<file path="src/rtl/great_add_sub.sv">
// great_add_sub: word-serial big-number add/subtract, LSW first, with a borrow/carry flag on the MSW.
// Define GREAT_ADD_SUB_ABS_RESULT_EN to emit |A-B| in subtract mode (buffer + replay FSM).
module great_add_sub #(
  parameter int REGISTER_SIZE = 32,
  parameter int BITS_IN_NUM   = 2048
) (
  input  logic                     clk_in,
  input  logic                     rst_in,
  input  logic [REGISTER_SIZE-1:0] a_in,
  input  logic [REGISTER_SIZE-1:0] b_in,
  input  logic                     sub_in,
  input  logic                     valid_in,
  output logic                     ready_out,
  output logic [REGISTER_SIZE-1:0] data_out,
  output logic                     valid_out,
  output logic                     final_out,
  output logic                     flag_out
);
  localparam int W = REGISTER_SIZE;
  localparam int NUM_WORDS = BITS_IN_NUM / REGISTER_SIZE;
  localparam int CW = NUM_WORDS > 1 ? $clog2(NUM_WORDS) : 1;
  logic [CW-1:0] cnt_q, cnt_d;
  logic carry_q, carry_d, mode_q, mode_d;
  logic [W-1:0] data_q, data_d;
  logic valid_q, valid_d, final_q, final_d, flag_q, flag_d;
  logic first, last, mode_w, cin, acc;
  logic [W-1:0] bb;
  logic [W:0] sum;
  assign first = cnt_q == '0;
  assign last = cnt_q == CW'(NUM_WORDS - 1);
  assign mode_w = first ? sub_in : mode_q;
  assign cin = first ? sub_in : carry_q;
  assign bb = mode_w ? ~b_in : b_in;
  assign sum = {1'b0, a_in} + {1'b0, bb} + (W+1)'(cin);
  assign acc = valid_in && ready_out;
  assign data_out = data_q;
  assign valid_out = valid_q;
  assign final_out = final_q;
  assign flag_out = flag_q;
`ifdef GREAT_ADD_SUB_ABS_RESULT_EN
  typedef enum logic {IDLE, EMIT} state_t;
  state_t state_q, state_d;
  logic [W-1:0] buf_q [NUM_WORDS];
  logic [CW-1:0] idx_q, idx_d;
  logic neg_q, neg_d, nc_q, nc_d, drain_q, drain_d;
  logic [W-1:0] rw;
  logic [W:0] neg_sum;
  assign rw = buf_q[idx_q];
  assign neg_sum = {1'b0, ~rw} + (W+1)'(nc_q);
  // drain_q keeps ready low during the cycle final_out is shown
  assign ready_out = state_q == IDLE && !drain_q;
`else
  assign ready_out = 1'b1;
`endif
  always_comb begin
    cnt_d = cnt_q;
    carry_d = carry_q;
    mode_d = mode_q;
    data_d = data_q;
    valid_d = 1'b0;
    final_d = 1'b0;
    flag_d = 1'b0;
`ifdef GREAT_ADD_SUB_ABS_RESULT_EN
    state_d = state_q;
    idx_d = idx_q;
    neg_d = neg_q;
    nc_d = nc_q;
    drain_d = 1'b0;
    if (state_q == EMIT) begin
      data_d = neg_q ? neg_sum[W-1:0] : rw;
      nc_d = neg_sum[W];
      valid_d = 1'b1;
      final_d = idx_q == CW'(NUM_WORDS - 1);
      flag_d = final_d & neg_q;
      idx_d = final_d ? '0 : idx_q + CW'(1);
      state_d = final_d ? IDLE : EMIT;
      drain_d = final_d;
    end
`endif
    if (acc) begin
      cnt_d = last ? '0 : cnt_q + CW'(1);
      carry_d = sum[W];
      mode_d = mode_w;
`ifdef GREAT_ADD_SUB_ABS_RESULT_EN
      if (mode_w && last) begin
        state_d = EMIT;
        neg_d = ~sum[W];
        nc_d = 1'b1;
        idx_d = '0;
      end
      if (!mode_w) begin
`endif
      data_d = sum[W-1:0];
      valid_d = 1'b1;
      final_d = last;
      flag_d = last & (mode_w ? ~sum[W] : sum[W]);
`ifdef GREAT_ADD_SUB_ABS_RESULT_EN
      end
`endif
    end
  end
  always_ff @(posedge clk_in) begin
    if (rst_in) begin
      cnt_q <= '0;
      carry_q <= 1'b0;
      mode_q <= 1'b0;
      data_q <= '0;
      valid_q <= 1'b0;
      final_q <= 1'b0;
      flag_q <= 1'b0;
    end else begin
      cnt_q <= cnt_d;
      carry_q <= carry_d;
      mode_q <= mode_d;
      data_q <= data_d;
      valid_q <= valid_d;
      final_q <= final_d;
      flag_q <= flag_d;
    end
  end
`ifdef GREAT_ADD_SUB_ABS_RESULT_EN
  always_ff @(posedge clk_in) begin
    if (rst_in) begin
      state_q <= IDLE;
      idx_q <= '0;
      neg_q <= 1'b0;
      nc_q <= 1'b0;
      drain_q <= 1'b0;
    end else begin
      state_q <= state_d;
      idx_q <= idx_d;
      neg_q <= neg_d;
      nc_q <= nc_d;
      drain_q <= drain_d;
    end
  end
  always_ff @(posedge clk_in) begin
    if (!rst_in && acc && mode_w) buf_q[cnt_q] <= sum[W-1:0];
  end
`endif
endmodule

</file>
<file path="config.mk">
export PLATFORM = sky130hd
export DESIGN_NAME = great_add_sub
export DESIGN_NICKNAME = d
export VERILOG_FILES = /design/src/rtl/great_add_sub.sv
export SDC_FILE = /design/constraint.sdc
export NUM_CORES = 1
export LEC_CHECK = 0
export ABC_CLOCK_PERIOD_IN_PS = 5000
export BUFFER_PORTS_ARGS = -buffer_cell sky130_fd_sc_hd__buf_2
export CAP_MARGIN = 0
export CORE_MARGIN = 2
export CORE_UTILIZATION = 53
export DETAILED_ROUTE_END_ITERATION = 7
export PLACE_DENSITY_LB_ADDON = 0.12
export SYNTH_ARGS = -nofsm -noshare
export SYNTH_HDL_FRONTEND = slang
export SYNTH_SLANG_ARGS = --single-unit
export TNS_END_PERCENT = 50
</file>
<file path="constraint.sdc">
create_clock -name clk_in -period 5 [get_ports clk_in]
set_input_delay 0.75 -clock clk_in [delete_from_list [all_inputs] [get_ports clk_in]]
set_output_delay 0.75 -clock clk_in [all_outputs]
set_load 0.005 [all_outputs]
</file>
==> impl_metrics.env, run 1 <==
export IMPL_status="complete, no violations"
export IMPL_clock_sinks=43
export IMPL_path_max_fanout=7
export IMPL_setup_repair_after_global_routing_missed_its_margin="false"
export IMPL_maxCapViolCount=0
export IMPL_number_of_hold_violations_in_the_final_report=0
export IMPL_floorplan_io_pins=104
export IMPL_ir_drop_mv=0.1549
export IMPL_syn_num_nets=561
export IMPL_avgSynthCellArea_um2=7.851
export IMPL_required_ns=5.24
export IMPL_drt_total_wl_mm=8.952
export IMPL_io_buffers=102
export IMPL_post_route_period_util=0.7543
export IMPL_startpoint_type="register"
export IMPL_hold_depth=2
export IMPL_dominantRegCellSynth="dfxtp_1"
export IMPL_crit_reg2reg_launch="cnt_q[2]"
export IMPL_globalRouteOverflowTotal=0
export IMPL_post_layout_instance_area_mm2=0.004269
export IMPL_setup_tns_ns=0
export IMPL_post_drt_wl_per_cell_um=14.14
export IMPL_antenna_left=0
export IMPL_commonest_non_fill_non_tap_cells_in_the_layout="buf_2, nand2_1, dfxtp_1, nor2_1"
export IMPL_groute_usage_overall=0.2358
export IMPL_maximum_number_of_pins_on_one_net_before_global_route_repair=31
export IMPL_cp_end_kind="register"
export IMPL_cts_buffers=5
export IMPL_ctsHoldBuffers=0
export IMPL_worstRegToRegCells=13
export IMPL_most_frequent_standard_cell_in_the_layout_excluding_fill_and_tap_cells="buf_2"
export IMPL_cts_reportedPaths_clkPinSlew_ns=0.09
export IMPL_count_of_flip_flops_with_a_built_in_enable_after_synthesis=0
export IMPL_timing_critical_path_arrival_ns=4.01
export IMPL_ff2ff_setup_slack_ns=1.23
export IMPL_synthDistinctLibCells=56
export IMPL_clockBufferDepth=2
export IMPL_postSynth_asyncResetShare=0
export IMPL_yosysSeqAreaShare=0.2394
export IMPL_starting_drt_drc_count=169
export IMPL_p_leak_nw=1.925
export IMPL_antenna_found_initial=0
export IMPL_root_buffer="clkbuf_8"
export IMPL_final_layout_size_suffix_gt1_frac=0.2170
export IMPL_tritoncts="built"
export IMPL_report_final_setup_viol=0
export IMPL_start_util=0.5382
export IMPL_area_growth_syn_to_layout_pct=18.72
export IMPL_placementRows=30
export IMPL_fin_crit_ns=3.771
export IMPL_min_to="data_out[26]"
export IMPL_relSlewSlack=0.3717
export IMPL_report_final_slew_viol_count=0
export IMPL_nNetsFinal=655
export IMPL_ys_warnings_count=0
export IMPL_finalWeightedCongestion=0.9090
export IMPL_post_layout_utilization_of_the_core=0.6390
export IMPL_detailedPlace_worstSlack_ns=1.275
export IMPL_floorplan_core_area_mm2=0.006681
export IMPL_via_count_of_the_first_global_routing_pass=3220
export IMPL_fin_hold_ws_ns=0.4460
export IMPL_dr_total_vias=3566
export IMPL_antenna_cells=0
export IMPL_cts_max_level=2
export IMPL_finalClockSkew_ns=0.002598
export IMPL_classification_of_the_worst_setup_path="reg -> reg"
export IMPL_detail_route_vias_per_cell=5.633
export IMPL_drt_pre_antenna_iters=4
export IMPL_n_fill_cell=611
export IMPL_synthesis_area_mm2=0.003596
export IMPL_power_density_cell_area_mw_per_mm2=359.6
export IMPL_timing_worst_slew_pin_value_ns=0.9390
export IMPL_dieArea_mm2=0.007460
export IMPL_hp_start="data_out[26]"
export IMPL_die_w_um=86.37
export IMPL_first_pass_grt_wire_length_mm=14.44
export IMPL_dpl_cell_area_mm2=0.004154
export IMPL_cts_setup_buffers=0
export IMPL_hold_path_class="reg -> reg"
export IMPL_route_detailed_drc=0
export IMPL_clk_insertion_delay_late_ns=0.30
export IMPL_fmax_mhz=265.1
export IMPL_post_dp_hpwl_mm=7.165
export IMPL_die_height_um=86.37
export IMPL_layout_setup_ws_ns=1.229
export IMPL_ys_ff_latch=43
export IMPL_synthesis_instances=458
export IMPL_r2r_end="flag_out"
export IMPL_cts_resized_gates=0
==> cells in the mapped netlist, types with 9 or more instances <==
cell	instances	share of area
o21ai_0	27	0.038
o21ai_1	11	0.015
inv_1	12	0.013
xor2_1	19	0.046
xnor2_1	41	0.10
nor2_1	42	0.044
mux2i_1	13	0.036
a211oi_1	12	0.025
clkbuf_1	9	0.0094
dfxtp_1	43	0.24
nand2_1	50	0.052
a21oi_1	41	0.057
ha_1	33	0.11
==> power by group <==
group          switching, mW  internal, mW  total (mW)
logic                  0.464         0.352       0.816
registers             0.0288         0.400       0.428
clock network          0.140         0.151       0.291
==> kinds of logic after synthesis <==
| logic type | count (synthesis) | synth area share |
|---|---|---|
| flip-flops | 43 | 0.2394 |
| adder cells (fa/ha/maj) | 35 | 0.1260 |
| XOR/XNOR | 60 | 0.1461 |
| multiplexers | 14 | 0.03932 |
| AND/OR/NAND/NOR | 141 | 0.1768 |
| AO/OA/AOI/OAI | 135 | 0.2366 |
| other | 1 | 0.001043 |
| buffers and inverters | 29 | 0.03479 |
==> per-stage QoR <==
stage	cells	total power, mW
floorplan	458	1.027
finish	633	1.535
CTS	633	1.539
global placement	625	1.239
detailed placement	625	1.243
global route	633	1.649
==> state kept, by name (all words and copies together) (netlist names) <==
signal and count:
carry_q 1, cnt_q 6, data_out 32, final_out 1, flag_out 1, mode_q 1, valid_out 1
==> routing by layer <==
layer,global-route usage,share of wire,up-vias
met1,0.3300,0.49,1616
met3,0.03238,0.052,11
li1,-,-,1829
met2,0.3860,0.45,110
met4,0.05398,0.013,0
met5,0,0,-
==> worst max-delay path by stage <==
stage             start      endpoint  slack [ns]  depth (start not counted)
5_1_grt        cnt_q[2]  data_out[23]        0.89                         13
3_5_place_dp   cnt_q[2]      flag_out        1.27                         13
3_3_place_gp   cnt_q[2]      flag_out        1.32                         13
2_1_floorplan  cnt_q[2]      flag_out        1.02                         14
6_report       cnt_q[2]      flag_out        1.23                         13
4_1_cts        cnt_q[2]      flag_out        1.22                         13
==> critical path, stage by stage (launching register included) <==
cell and delay [ns]:
dfxtp_1 0.36, nor4_1 0.24, and2_1 0.24, mux2i_4 0.28
xnor2_1 0.11, fa_1 0.46, fa_1 0.44, a211oi_1 0.23
nor2_1 0.15, o21ai_4 0.25, a311o_2 0.26, a21oi_2 0.08
or4_1 0.47, a21boi_1 0.15
==> final cells by class <==
class / instances / area [um2] / share of cell area
Sequential cell: 43 / 860.8 / 0.2016
Timing Repair Buffer: 104 / 525.5 / 0.1231
Clock buffer: 5 / 68.82 / 0.01612
Tap cell: 80 / 100.1 / 0.02345
Inverter: 12 / 45.04 / 0.01055
Clock inverter: 3 / 46.29 / 0.01084
Multi-Input combinational cell: 386 / 2623 / 0.6143
Note: power is estimated with default switching activity, not from simulation.
==> run 2, diff against run 1 <==
--- a/config.mk
+++ b/config.mk
@@ -5,11 +5,11 @@
 export SDC_FILE = /design/constraint.sdc
 export NUM_CORES = 1
 export LEC_CHECK = 0
-export ABC_CLOCK_PERIOD_IN_PS = 5000
+export ABC_CLOCK_PERIOD_IN_PS = 3400
 export BUFFER_PORTS_ARGS = -buffer_cell sky130_fd_sc_hd__buf_2
 export CAP_MARGIN = 0
 export CORE_MARGIN = 2
-export CORE_UTILIZATION = 53
+export CORE_UTILIZATION = 48
 export DETAILED_ROUTE_END_ITERATION = 7
 export PLACE_DENSITY_LB_ADDON = 0.12
 export SYNTH_ARGS = -nofsm -noshare
==> constraint.sdc (replaced) <==
create_clock -name clk_in -period 3.4 [get_ports clk_in]
set_input_delay 0.51 -clock clk_in [delete_from_list [all_inputs] [get_ports clk_in]]
set_output_delay 0.51 -clock clk_in [all_outputs]
set_load 0.005 [all_outputs]
==> impl_metrics.env, run 2 (same netlist as run 1, synthesis figures left out) <==
export IMPL_hp_start="data_out[30]"
export IMPL_fmax_mhz=289.4
export IMPL_most_frequent_standard_cell_in_the_layout_excluding_fill_and_tap_cells="buf_2"
export IMPL_antenna_cells=0
export IMPL_clockBufferDepth=2
export IMPL_violations="negative setup slack"
export IMPL_maximum_number_of_pins_on_one_net_before_global_route_repair=31
export IMPL_dpl_cell_area_mm2=0.004653
export IMPL_classification_of_the_worst_setup_path="reg -> reg"
export IMPL_route_detailed_drc=0
export IMPL_antenna_left=0
export IMPL_groute_usage_overall=0.2547
export IMPL_power_density_cell_area_mw_per_mm2=526.1
export IMPL_cp_end_kind="register"
export IMPL_drt_pre_antenna_iters=5
export IMPL_floorplan_io_pins=104
export IMPL_timing_critical_path_arrival_ns=3.64
export IMPL_clock_sinks=43
export IMPL_post_route_period_util=1.016
export IMPL_report_final_setup_viol=5
export IMPL_p_leak_nw=2.439
export IMPL_ir_drop_mv=0.2863
export IMPL_antenna_found_initial=0
export IMPL_path_max_fanout=8
export IMPL_hold_path_class="reg -> reg"
export IMPL_die_w_um=90.56
export IMPL_report_final_slew_viol_count=0
export IMPL_r2r_end="data_out[15]"
export IMPL_die_height_um=90.56
export IMPL_startpoint_type="register"
export IMPL_nNetsFinal=739
export IMPL_globalRouteOverflowTotal=0
export IMPL_cts_reportedPaths_clkPinSlew_ns=0.10
export IMPL_worstRegToRegCells=18
export IMPL_hold_depth=2
export IMPL_cts_max_level=2
export IMPL_area_growth_syn_to_layout_pct=50.10
export IMPL_cts_buffers=5
export IMPL_maxCapViolCount=0
export IMPL_dieArea_mm2=0.008200
export IMPL_root_buffer="clkbuf_8"
export IMPL_drt_total_wl_mm=11.77
export IMPL_io_buffers=102
export IMPL_seqCellArea_um2=863.3
export IMPL_floorplan_core_area_mm2=0.007253
export IMPL_min_to="data_out[30]"
export IMPL_crit_reg2reg_launch="cnt_q[5]"
export IMPL_via_count_of_the_first_global_routing_pass=3750
export IMPL_finalClockSkew_ns=0.007983
export IMPL_first_pass_grt_wire_length_mm=17.43
export IMPL_fin_total_pwr_mw=2.840
export IMPL_clk_insertion_delay_late_ns=0.31
export IMPL_placementRows=31
export IMPL_final_layout_size_suffix_gt1_frac=0.4223
export IMPL_ff2ff_setup_slack_ns=-0.06
export IMPL_n_fill_cell=579
export IMPL_relSlewSlack=0.3323
export IMPL_status="finished with violations"
export IMPL_multi_input_gate_area_mm2=0.003023
export IMPL_starting_drt_drc_count=183
export IMPL_post_dp_hpwl_mm=8.360
export IMPL_post_drt_wl_per_cell_um=15.99
export IMPL_fin_crit_ns=3.456
export IMPL_finalWeightedCongestion=0.8615
export IMPL_number_of_hold_violations_in_the_final_report=0
export IMPL_commonest_non_fill_non_tap_cells_in_the_layout="buf_2, buf_4, nand2_1, dfxtp_1, nor2_1"
export IMPL_required_ns=3.58
export IMPL_setup_repair_after_global_routing_missed_its_margin="true"
export IMPL_timing_worst_slew_pin_value_ns=0.9979
export IMPL_largest_register_ffs=32
export IMPL_post_layout_instance_area_mm2=0.005398
export IMPL_fin_hold_ws_ns=0.4445
export IMPL_dr_total_vias=4143
export IMPL_start_util=0.4958
export IMPL_critical_path_launch_point="cnt_q[5]"
export IMPL_detailedPlace_worstSlack_ns=-0.2423
export IMPL_detail_route_vias_per_cell=5.629
export IMPL_tritoncts="built"
export IMPL_layout_setup_ws_ns=-0.05560
[run 2: report_power, final]
part           total, mW  internal [mW]  switching [mW]
combinational       1.77          0.865           0.905
sequential         0.631          0.587          0.0432
clock              0.439          0.222           0.217
total               2.84           1.67            1.17
[run 2: how the worst max path moves through the flow]
stage / endpoint / depth (start not counted)
after floorplan: flag_out / 14
after global placement: data_out[29] / 14
after detailed placement: data_out[29] / 14
after CTS: flag_out / 13
after global routing: data_out[23] / 16
final: data_out[15] / 18
[run 2: routing by layer]
metal / vias up / wire length (um) / global-route usage
met3: 25 / 768 / 0.02588
met4: 0 / 231 / 0.06282
li1: 1999 / - / -
met1: 1936 / 5104 / 0.3544
met5: - / 0 / 0
met2: 183 / 5666 / 0.4223
[run 2: repair_timing]
item | CTS | global route
resized for setup | 11 | 86
hold buffers | 0 | 0
endpoints found under the hold margin | 0 | 0
cloned | 0 | 1
setup buffers | 5 | 19
pin swaps | 13 | 39
setup endpoints to repair | 14 | 22
[run 2: through the flow]
stage / setup TNS, ns / utilization / cells
after global routing: -2.229 / 0.7442 / 736
after CTS: -0.2136 / 0.6678 / 717
final: -0.1487 / 0.7442 / 736
after floorplan: -0.1417 / - / 458
after global placement: -0.4139 / 0.6415 / 704
after detailed placement: -1.175 / 0.6415 / 704
[run 2: final cells by class]
class | instances | share of cell area
clock inverter | 3 | 0.008577
sequential | 43 | 0.1599
inverter | 12 | 0.008345
tap | 99 | 0.02295
clock buffer | 5 | 0.01275
multi-input combinational | 386 | 0.5600
timing repair buffer | 188 | 0.2274
[run 2: critical path: stages (launching register included)]
cell       delay [ns]
dfxtp_2          0.34
nor4_2           0.25
and2_4           0.21
mux2i_4          0.25
buf_6            0.14
clkbuf_16        0.16
buf_4            0.13
xnor2_2          0.12
ha_4             0.25
a21oi_2          0.18
o211ai_1         0.13
buf_4            0.17
a21boi_4         0.21
buf_6            0.12
a21oi_2          0.06
buf_4            0.16
or3_4            0.32
nand3_2          0.09
a21oi_2          0.06
==> run 3, diff against run 2 <==
--- a/config.mk
+++ b/config.mk
@@ -11,7 +11,7 @@
 export CORE_MARGIN = 2
 export CORE_UTILIZATION = 48
 export DETAILED_ROUTE_END_ITERATION = 7
-export PLACE_DENSITY_LB_ADDON = 0.12
+export PLACE_DENSITY = 0.78
 export SYNTH_ARGS = -nofsm -noshare
 export SYNTH_HDL_FRONTEND = slang
 export SYNTH_SLANG_ARGS = --single-unit
==> impl_metrics.env, run 3 (same netlist as run 1, synthesis figures left out) <==
export IMPL_dieArea_mm2=0.008200
export IMPL_cts_reportedPaths_clkPinSlew_ns=0.08
export IMPL_n_fill_cell=550
export IMPL_cts_buffers=5
export IMPL_power_density_cell_area_mw_per_mm2=531.2
export IMPL_largest_register_ffs=32
export IMPL_report_final_setup_viol=12
export IMPL_relSlewSlack=0.5229
export IMPL_fin_hold_ws_ns=0.4519
export IMPL_multi_input_gate_area_mm2=0.002964
export IMPL_cellInternalPower_mw=1.709
export IMPL_setup_repair_after_global_routing_missed_its_margin="true"
export IMPL_cts_max_level=2
export IMPL_antenna_found_initial=0
export IMPL_tritoncts="built"
export IMPL_globalRouteOverflowTotal=0
export IMPL_crit_reg2reg_launch="cnt_q[5]"
export IMPL_most_frequent_standard_cell_in_the_layout_excluding_fill_and_tap_cells="buf_2"
export IMPL_critical_path_s_top_delay_family="simple AND/OR/NAND/NOR gates"
export IMPL_drt_pre_antenna_iters=5
export IMPL_fmax_mhz=286.3
export IMPL_maximum_number_of_pins_on_one_net_before_global_route_repair=30
export IMPL_report_final_slew_viol_count=0
export IMPL_final_layout_size_suffix_gt1_frac=0.4422
export IMPL_seqCellArea_um2=864.6
export IMPL_cp_buffers_inverters=2
export IMPL_drt_total_wl_mm=12.82
export IMPL_post_route_period_util=1.027
export IMPL_netSwitchingFraction=0.4096
export IMPL_finalClockSkew_ns=0.008903
export IMPL_starting_drt_drc_count=252
export IMPL_groute_usage_overall=0.2746
export IMPL_post_dp_hpwl_mm=8.885
export IMPL_io_buffers=102
export IMPL_path_max_fanout=3
export IMPL_detail_route_vias_per_cell=5.658
export IMPL_cpMaxStageDelayCell="or4_1"
export IMPL_hold_path_class="reg -> reg"
export IMPL_startpoint_type="register"
export IMPL_fin_crit_ns=3.492
export IMPL_placementRows=31
export IMPL_r2r_end="flag_out"
export IMPL_floorplan_core_area_mm2=0.007253
export IMPL_cp_end_kind="register"
export IMPL_die_w_um=90.56
export IMPL_nNetsFinal=751
export IMPL_antenna_cells=0
export IMPL_status="finished with violations"
export IMPL_root_buffer="clkbuf_8"
export IMPL_timing_worst_slew_pin_value_ns=0.7156
export IMPL_worst_path_largest_cell_delay_ns=0.39
export IMPL_setup_tns_ns=-0.5275
export IMPL_clock_sinks=43
export IMPL_timing_critical_path_arrival_ns=3.72
export IMPL_p_leak_nw=2.478
export IMPL_min_to="data_out[30]"
export IMPL_first_pass_grt_wire_length_mm=18.50
export IMPL_clk_insertion_delay_late_ns=0.30
export IMPL_start_util=0.4958
export IMPL_finalWeightedCongestion=0.9317
export IMPL_antenna_left=0
export IMPL_power_sequential_fraction=0.221
export IMPL_area_growth_syn_to_layout_pct=51.57
export IMPL_via_count_of_the_first_global_routing_pass=3883
export IMPL_ir_drop_mv=0.2376
export IMPL_hold_depth=2
export IMPL_layout_setup_ws_ns=-0.09244
export IMPL_die_height_um=90.56
export IMPL_share_clk_of_total_power=0.149
export IMPL_number_of_hold_violations_in_the_final_report=0
export IMPL_comb_power_share=0.630
export IMPL_clockBufferDepth=2
export IMPL_route_detailed_drc=0
export IMPL_post_drt_wl_per_cell_um=17.14
export IMPL_required_ns=3.63
export IMPL_violations="negative setup slack"
export IMPL_worstRegToRegCells=15
export IMPL_dr_total_vias=4232
export IMPL_ff2ff_setup_slack_ns=-0.09
export IMPL_floorplan_io_pins=104
export IMPL_commonest_non_fill_non_tap_cells_in_the_layout="buf_2, buf_4, nand2_1, xnor2_1, dfxtp_1"
export IMPL_ctsHoldBuffers=0
export IMPL_switching_power_mw=1.186
export IMPL_cp_cell_sequence="nor4_2 -> and2_4 -> mux2i_4 -> buf_6 -> xnor2_4 -> fa_2 -> fa_2 -> a211oi_2 -> nor2_2 -> o21ai_4 -> a311o_2 -> buf_6 -> a21oi_2 -> or4_1 -> a21boi_1"
export IMPL_hp_start="data_out[30]"
export IMPL_maxCapViolCount=0
export IMPL_classification_of_the_worst_setup_path="reg -> reg"
## run 3: cell type report
| cell class | instances | area share |
|---|---|---|
| Inverter | 12 | 0.008264 |
| Clock buffer | 6 | 0.01515 |
| Sequential cell | 43 | 0.1586 |
| Clock inverter | 2 | 0.006428 |
| Tap cell | 99 | 0.02273 |
| Timing Repair Buffer | 200 | 0.2449 |
| Multi-Input combinational cell | 386 | 0.5438 |
## run 3: tightest hold or removal path: stages, from the launching register on
cell	delay (ns)
dfxtp_1	0.32
nand2_1	0.05
o21ai_1	0.05
## run 3: worst max path at each step
stage | start | end | slack [ns] | depth (start not counted)
finish | cnt_q[5] | flag_out | -0.09 | 15
detailed placement | cnt_q[5] | flag_out | -0.11 | 13
global route | cnt_q[5] | flag_out | -0.28 | 15
global placement | cnt_q[5] | data_out[25] | -0.06 | 13
floorplan | cnt_q[2] | flag_out | -0.14 | 14
CTS | cnt_q[4] | carry_q | -0.06 | 18
## run 3: metal layers
metal	global-route usage	vias up	routed length (um)
met5	0	-	0
met4	0.06154	0	232
met3	0.02671	22	743
met2	0.4801	184	6559
met1	0.3651	2012	5284
li1	-	2014	-
## run 3: through the flow
stage                     instances  setup slack (ns)  cell area [um2]  total power [mW]    util
after global routing            748           -0.2767             5450             3.053  0.7514
after floorplan                 458           -0.1417             3627             1.524       -
after detailed placement        720           -0.1130             4773             2.124  0.6581
final                           748          -0.09244             5450             2.895  0.7514
after CTS                       735          -0.05509             5095             2.646  0.7024
after global placement          720          -0.05611             4773             2.090  0.6581
## run 3: power by group through the flow
stage / registers (mW) / logic (mW) / clock network, mW
2_1_floorplan: 0.647 / 0.877 / 0
3_3_place_gp: 0.641 / 1.45 / 0
3_5_place_dp: 0.648 / 1.48 / 0
4_1_cts: 0.637 / 1.58 / 0.432
5_1_grt: 0.647 / 1.96 / 0.449
6_report: 0.640 / 1.82 / 0.431
## run 3: what timing repair did
action | CTS | global route
endpoints found under the hold margin | 0 | 0
pin swaps | 29 | 39
gates resized for setup | 40 | 68
gates cloned | 0 | 1
setup endpoints to repair | 10 | 23
setup buffers | 7 | 15
